==> config.mk <==
export PLATFORM = sky130hd
export DESIGN_NAME = coef_server
export DESIGN_NICKNAME = d
export VERILOG_FILES = /design/src/rtl/coef_server.sv
export SDC_FILE = /design/constraint.sdc
export NUM_CORES = 2
export LEC_CHECK = 0
export BUFFER_PORTS_ARGS = -buffer_cell sky130_fd_sc_hd__buf_2
export CORE_MARGIN = 2
export CORE_UTILIZATION = 50
export CTS_CLUSTER_DIAMETER = 80
export CTS_CLUSTER_SIZE = 30
export DETAILED_ROUTE_END_ITERATION = 16
export PLACE_DENSITY = 0.66
export SLEW_MARGIN = 20
export SYNTH_ARGS = -nofsm -noshare
export SYNTH_HDL_FRONTEND = slang
export SYNTH_SLANG_ARGS = --single-unit
==> constraint.sdc <==
create_clock -name clock -period 5.2 [get_ports clock]
set_input_delay 1.04 -clock clock [delete_from_list [all_inputs] [get_ports clock]]
set_output_delay 1.04 -clock clock [all_outputs]
set_load 0.005 [all_outputs]
==> src/rtl/coef_server.sv <==
// Double-banked coefficient store: the filter reads the active bank while a new bank
// loads into the shadow. Optional load checksum enabled by macro COEF_CHECKSUM_EN.
`timescale 1ns/1ps
module coef_server #(
  parameter int NCOEF = 65,
  parameter int DW    = 18,
  parameter int AW    = 7
) (
  input  logic          clock,
  input  logic          reset,
  input  logic [AW-1:0] coefaddress,
  output logic [DW-1:0] coefdata,
  input  logic          loadstart,
  input  logic [DW-1:0] loaddata,
  input  logic          loadvalid,
  output logic          loadready,
  input  logic          coefhold,
  output logic          loaddone,
  output logic          loaderr,
  output logic          activebank
);

  localparam int            CW      = (NCOEF > 1) ? $clog2(NCOEF) : 1;
  localparam logic [CW-1:0] LAST    = CW'(NCOEF - 1);
  localparam logic [AW:0]   NCOEF_A = (AW + 1)'(NCOEF);

`ifdef COEF_CHECKSUM_EN
  typedef enum logic [1:0] {IDLE, LOAD, CHECK, PENDING} state_t;
`else
  typedef enum logic [1:0] {IDLE, LOAD, PENDING} state_t;
`endif

  state_t          state_q;
  logic [CW-1:0]   cnt_q;
  logic [1:0]      valid_q;
  logic            activebank_q;
  logic            loadready_q;
  logic            loaddone_q;
  logic [DW-1:0]   coefdata_q;
  logic [DW-1:0]   mem_q [2][NCOEF];
  logic            shadow_sel;
  logic            wr_en;
`ifdef COEF_CHECKSUM_EN
  logic [DW-1:0]   sum_q;
  logic            loaderr_q;
`endif

  // The swap lands one edge after loaddone rises, so during that cycle the bank
  // becoming shadow is still the one flagged active.
  assign shadow_sel = loaddone_q ? activebank_q : ~activebank_q;
  assign wr_en      = (state_q == LOAD) && loadvalid && !loadstart;

  always_ff @(posedge clock or posedge reset) begin
    if (reset) begin
      state_q      <= IDLE;
      cnt_q        <= '0;
      valid_q      <= 2'b00;
      activebank_q <= 1'b0;
      loadready_q  <= 1'b0;
      loaddone_q   <= 1'b0;
`ifdef COEF_CHECKSUM_EN
      sum_q        <= '0;
      loaderr_q    <= 1'b0;
`endif
    end else begin
      loaddone_q <= 1'b0;
      if (loaddone_q) begin
        activebank_q           <= ~activebank_q;
        valid_q[~activebank_q] <= 1'b1;
      end
      case (state_q)
        IDLE: begin
          if (loadstart) begin
            state_q             <= LOAD;
            cnt_q               <= '0;
            loadready_q         <= 1'b1;
            valid_q[shadow_sel] <= 1'b0;
`ifdef COEF_CHECKSUM_EN
            sum_q               <= '0;
            loaderr_q           <= 1'b0;
`endif
          end
        end
        LOAD: begin
          if (loadstart) begin
            cnt_q <= '0;
`ifdef COEF_CHECKSUM_EN
            sum_q <= '0;
`endif
          end else if (loadvalid) begin
`ifdef COEF_CHECKSUM_EN
            sum_q <= sum_q + loaddata;
`endif
            if (cnt_q == LAST) begin
`ifdef COEF_CHECKSUM_EN
              state_q     <= CHECK;
`else
              state_q     <= PENDING;
              loadready_q <= 1'b0;
`endif
            end else begin
              cnt_q <= cnt_q + 1'b1;
            end
          end
        end
`ifdef COEF_CHECKSUM_EN
        CHECK: begin
          if (loadvalid) begin
            loadready_q <= 1'b0;
            if (loaddata == sum_q) begin
              state_q <= PENDING;
            end else begin
              loaderr_q <= 1'b1;
              state_q   <= IDLE;
            end
          end
        end
`endif
        PENDING: begin
          if (!coefhold) begin
            loaddone_q <= 1'b1;
            state_q    <= IDLE;
          end
        end
        default: begin
          state_q     <= IDLE;
          loadready_q <= 1'b0;
        end
      endcase
    end
  end

  // Coefficient storage is deliberately left unreset; valid bits gate reads.
  always_ff @(posedge clock) begin
    if (wr_en) begin
      mem_q[~activebank_q][cnt_q] <= loaddata;
    end
  end

  always_ff @(posedge clock or posedge reset) begin
    if (reset) begin
      coefdata_q <= '0;
    end else if (({1'b0, coefaddress} < NCOEF_A) && valid_q[activebank_q]) begin
      coefdata_q <= mem_q[activebank_q][coefaddress];
    end else begin
      coefdata_q <= '0;
    end
  end

  assign coefdata   = coefdata_q;
  assign loadready  = loadready_q;
  assign loaddone   = loaddone_q;
  assign activebank = activebank_q;
`ifdef COEF_CHECKSUM_EN
  assign loaderr    = loaderr_q;
`else
  assign loaderr    = 1'b0;
`endif

endmodule

-- Word-level counts from Yosys, hierarchy flattened
Memories as Yosys holds them, arrays and structs flattened.
Index checks and enable logic that the tools add are counted.
- memories: 1
- register bits: 32
- memory bits (writable): 2340
- muxes and demuxes: 36
- bitwise logic cells: 7
- order comparisons: 9
- add/subtract/negate cells: 1
- reductions and logical operators: 12
- eq/ne operators: 10
- memories (memory ; depth ; width ; read ports ; clocked after Yosys merged registers in ; write ports ; line ; text):
    mem_q ; 2 ; 1170 ; 1 ; 0 ; 1 ; 40 ; logic [DW-1:0] mem_q [2][NCOEF];
- operator list (operator ; number):
    1170-bit two-way mux ; 1
    18-bit binary-select mux with 7-bit select ; 1
    18-bit demux with 7-bit select ; 1
    18-bit two-way mux ; 4
    7-bit two-way mux ; 4
    8-bit >= comparator (second input constant) ; 2
    2-bit two-way mux ; 8
    7-bit NOT with 8-bit output ; 2
    7-bit one-hot mux with 2 select lines ; 1
    1-bit two-way mux ; 12
    5-bit AND reduction ; 2
    8-bit by 1-bit < comparator with 1-bit output (second input constant) ; 1
    2-bit != test (second input constant) ; 4
    7-bit by 1-bit adder with 7-bit output (second input constant) ; 1
    7-bit == test (second input constant) ; 1
    7-bit < comparator (second input constant) ; 1
    1-bit logical AND ; 6
    1-bit by 2-bit < comparator with 1-bit output (second input constant) ; 3
    3-bit != test (second input constant) ; 2
    2-bit one-hot mux with 3 select lines ; 1
    4-bit AND reduction ; 1
    1-bit one-hot mux with 3 select lines ; 1
    2-bit AND ; 1
    1-bit demux with 1-bit select ; 2
    10 further kinds ; 12

-- Longest topological paths before layout
- depth after elaboration: 10
- mapped depth: 13
- depth with buffers taken out: 8

-- Least setup slack after synthesis
Ideal clock, no wire load.
- kind: register to register
- start: register activebank_q (netlist: activebank)
- end: memory mem_q[1][162] (netlist name), enable pin
- stages on the path, launching flop included: 11
- clock period less this slack: 3.159 ns
- path buffers: 7
- slack: 2.041 ns
- required time: 4.807 ns
- library setup time: 0.393 ns
- arrival time: 2.766 ns
- cells stage by stage: dfrtp_1 -> buf_6 -> buf_6 -> buf_12 -> buf_8 -> buf_8 -> buf_6 -> buf_4 -> nor3_2 -> nand3_1 -> nor2_1
- cells in the longest elaborated chain, start to end: 1
- RTL lines (what ; line ; text):
    start: declaration ; 36 ; logic activebank_q;
    start signal: assignment ; 68 ; activebank_q <= ~activebank_q;
    1-bit NOT ; 136 ; mem_q[~activebank_q][cnt_q] <= loaddata;
    end: declaration ; 40 ;
Every way passes these cells.

-- Worst setup path in the final report
- start: register activebank_q (netlist: activebank)
- end: register coefdata_q[0] (netlist: coefdata[0])
- cells in the longest elaborated chain, start to end: 5
- elaborated cells on any way between the ends: 8
- RTL lines (what ; line ; text):
    memory 2 x 1170 bit ; n/a ;
    18-bit binary-select mux with 7-bit select ; 144 ; coefdata_q <= mem_q[activebank_q][coefaddress];
    18-bit two-way mux (not written as such) (2 in a row) ; 144 ;
    18-bit two-way mux * ; 143 ; end else if (({1'b0, coefaddress} < NCOEF_A) && valid_q[activebank_q]) begin
    end signal: assignment ; 144 ;
    end: declaration ; 39 ; logic [DW-1:0] coefdata_q;
Every way passes the cells marked *; elsewhere a longest branch is shown, timed or not. The select of a mux whose other input is x is not followed.
A chain may end at the register's enable or synchronous reset.

==> qor.csv <==
stage,metric,value,unit
status,outcome,"finished, final reports clean",
global_route,grt_max_degree,99,
layout,design_area,0.100,mm^2
clock_tree,htree_num_levels,3,
synth,ys_async_sr_fraction,1.35,%
clock_tree,clockBufferDepth,3,
synth,syn_area,0.0921,mm^2
clock_tree,postCtsSetupRepairBufs,0,
routing,vias,45000,
synth,synth.area.top_cells,"edfxtp_1 (76%), mux4_2 (12%), mux2i_1 (3.1%)",
placed_design,io_buffer_count,50,
placed_design,gp_congestion,0.918,
timing,drv_slew,0,
power_and_ir_drop,power_density,347,mW/mm^2
clock_tree,cts_buffers,109,
timing,finalHoldViolCount,0,
worst_setup_path,critical_path_required,5860,ps
worst_setup_path,worstSetupPathDepth,7,
clock_tree,cts-root-buf,clkbuf_16,
synth,synth_area_leader_cell,edfxtp_1,
synth,ys_ff_latch,2372,
worst_setup_path,worst_setup_path_start_kind,flop,
layout,fin_cells,6988,
worst_setup_path,arrival,4890,ps
timing,setup_tns,0,ps
power_and_ir_drop,peakVddDrop,0.000269,V
placed_design,placed_cell_area,0.0963,mm^2
timing,fmax,237,MHz
layout,nFillCells,13800,
worst_setup_path,cp_top_family,multiplexers,
clock_tree,clkSinkCount,2372,
global_route,grt_pass1_wl,341000,um
die,num_io_pins,52,
die,dieWidth,433,um
routing,routedWlPerCell,34.8,um
clock_tree,clock_latency,810,ps
placed_design,dp_cells,6787,
layout,regArea,0.0711,mm^2
worst_setup_path,crit_chain,"buf_4, mux4_2, mux4_2, a22oi_1, nand4_1, o21ai_0, a21oi_1",
synth,synth_area_per_cell,21.7,um^2
layout,layout.nets,4466,
synth,syn_nets,4275,
layout,syn2layout_area_growth,8.65,%
die,start_util,50.3,%
die,core_area,0.183,mm^2
global_route,grt_pass1_vias,43600,
clock_tree,cts_hold_buffers,0,
power_and_ir_drop,cellLeakagePower,30.3,nW
worst_setup_path,ff2ff_path_depth,7,
synth,synth-edff-count,2340,
clock_tree,cts_tree,yes,
global_route,antenna_found_initial,22,
global_route,grt_use_total,26.0,%
worst_setup_path,cpMaxStageDelayCell,dfrtp_4,
timing,worst_slack,975,ps
placed_design,place_ws,723,ps
synth,synth_most_common_cell,edfxtp_1,
layout,final_util,54.7,%
synth,synthTopCellsByCount,"edfxtp_1 (2340), mux4_2 (506), mux2i_1 (281)",
routing,drc_errors,0,
timing,fin_worst_hold_slack,472,ps
layout,drive_above_1_share,26.1,%
worst_setup_path,path_class,flop to flop,
hold_path,hold_class,primary input to async pin,
timing,worstMarginPinSlew,1290,ps
job,maxCapViolCount,0,
synth,ys_types,78,
synth,postSynthCellCount,4243,
worst_setup_path,path_buf_inv,1,
synth,seq_area_frac_synth,77.2,%
worst_setup_path,cp_slowest_stage_delay,1070,ps
timing,period_needed,4230,ps
routing,ant_nets,0,
timing,rsz0062_at_grt,no,
global_route,overflow,0,
routing,vias_per_cell,6.44,
routing,first_iter_violations,6544,
synth,synth_ff_type,edfxtp_1,
timing,skew,66.8,ps
synth,yosysTopAreaCellShare,76.3,%
die,die-height,433,um
clock_tree,cts-resized-gates,0,
power_and_ir_drop,finalPower,34.7,mW
routing,drt_pass1_iterations,6,
placed_design,dpl.hpwl,148000,um
die,rows,157,
synth,yosysWarnings,0,
die,die_area,0.188,mm^2
timing,period_share,81.3,%
routing,drt-total-wl,243000,um
worst_setup_path,endpoint_kind,flop,
worst_setup_path,crit_fanout,39,
clock_tree,clk_pin_slew,110,ps
layout,multi_input_area,0.0195,mm^2
timing,setup_viol,0,
timing,maxSlewHeadroom,13.8,%
worst_setup_path,crit_top_cell,mux4_2,
[final cells by class]
type                    count  share of cell area, %
flip-flops and latches   2372                   71.0
multi-input cells        1621                   19.5
well taps                2464                   3.08
clock buffers             118                   2.79
repair buffers            319                   2.62
clock inverters            77                  0.918
inverters                  11                 0.0475
diodes                      6                 0.0150
[sequential cells by signal (all words and copies together), names as in the netlist]
signal	count
mem_q	2340
coefdata	18
cnt_q	7
state_q	2
valid_q	2
activebank	1
loaddone	1
loadready	1
[path summary, 6_finish.rpt]
path / startpoint / endpoint / slack [ps]
min in group clock: coefhold / loaddone$_DFF_PP0_ / 480
worst min-delay path: reset / coefdata[10]$_DFF_PP0_ / 470
worst min register to register: valid_q[1]$_DFF_PP0_ / valid_q[1]$_DFF_PP0_ / 540
worst max-delay path: activebank$_DFFE_PP0P_ / coefdata[0]$_DFF_PP0_ / 970
worst max register to register: activebank$_DFFE_PP0P_ / coefdata[0]$_DFF_PP0_ / 970
max in group asynchronous: reset / activebank$_DFFE_PP0P_ / 3990
[placed cells by master, fill, tap and decap left out, types with 21 or more instances in the layout]
master        n
buf_12       23
mux2_2       21
edfxtp_1   2340
a21oi_1      66
nand3_1      24
dfrtp_1      31
nor2_2      121
o21ai_0      34
mux4_2      506
inv_6        21
buf_2        29
a211oi_1     26
a221oi_1     41
mux2i_1     281
a22oi_1      54
buf_4       265
nor2_1       80
nand2_1     110
clkbuf_16   110
[report_power, final]
part           total (mW)  internal (mW)  switching [mW]
clock                10.7           4.45            6.25
combinational        2.86           1.10            1.75
sequential           21.1           21.0          0.0929
[kinds of logic after synthesis]
logic type,synth area share [%]
AO/OA/AOI/OAI,2.92
XOR/XNOR,0.0476
adder cells (fa/ha/maj),0.0272
buffers and inverters,2.01
flip-flops,77.2
multiplexers,15.7
other,0.00407
AND/OR/NAND/NOR,2.13
[per-layer routing]
metal  up-vias  part of all wire, %  track usage (%)
met4        10                  4.5             9.88
met2      2353                   47             40.5
met3       404                  9.7             5.45
li1      18100                    -                -
met1     24200                   39             36.5
met5         -                0.027                0
(Power assumes the default switching activity.)
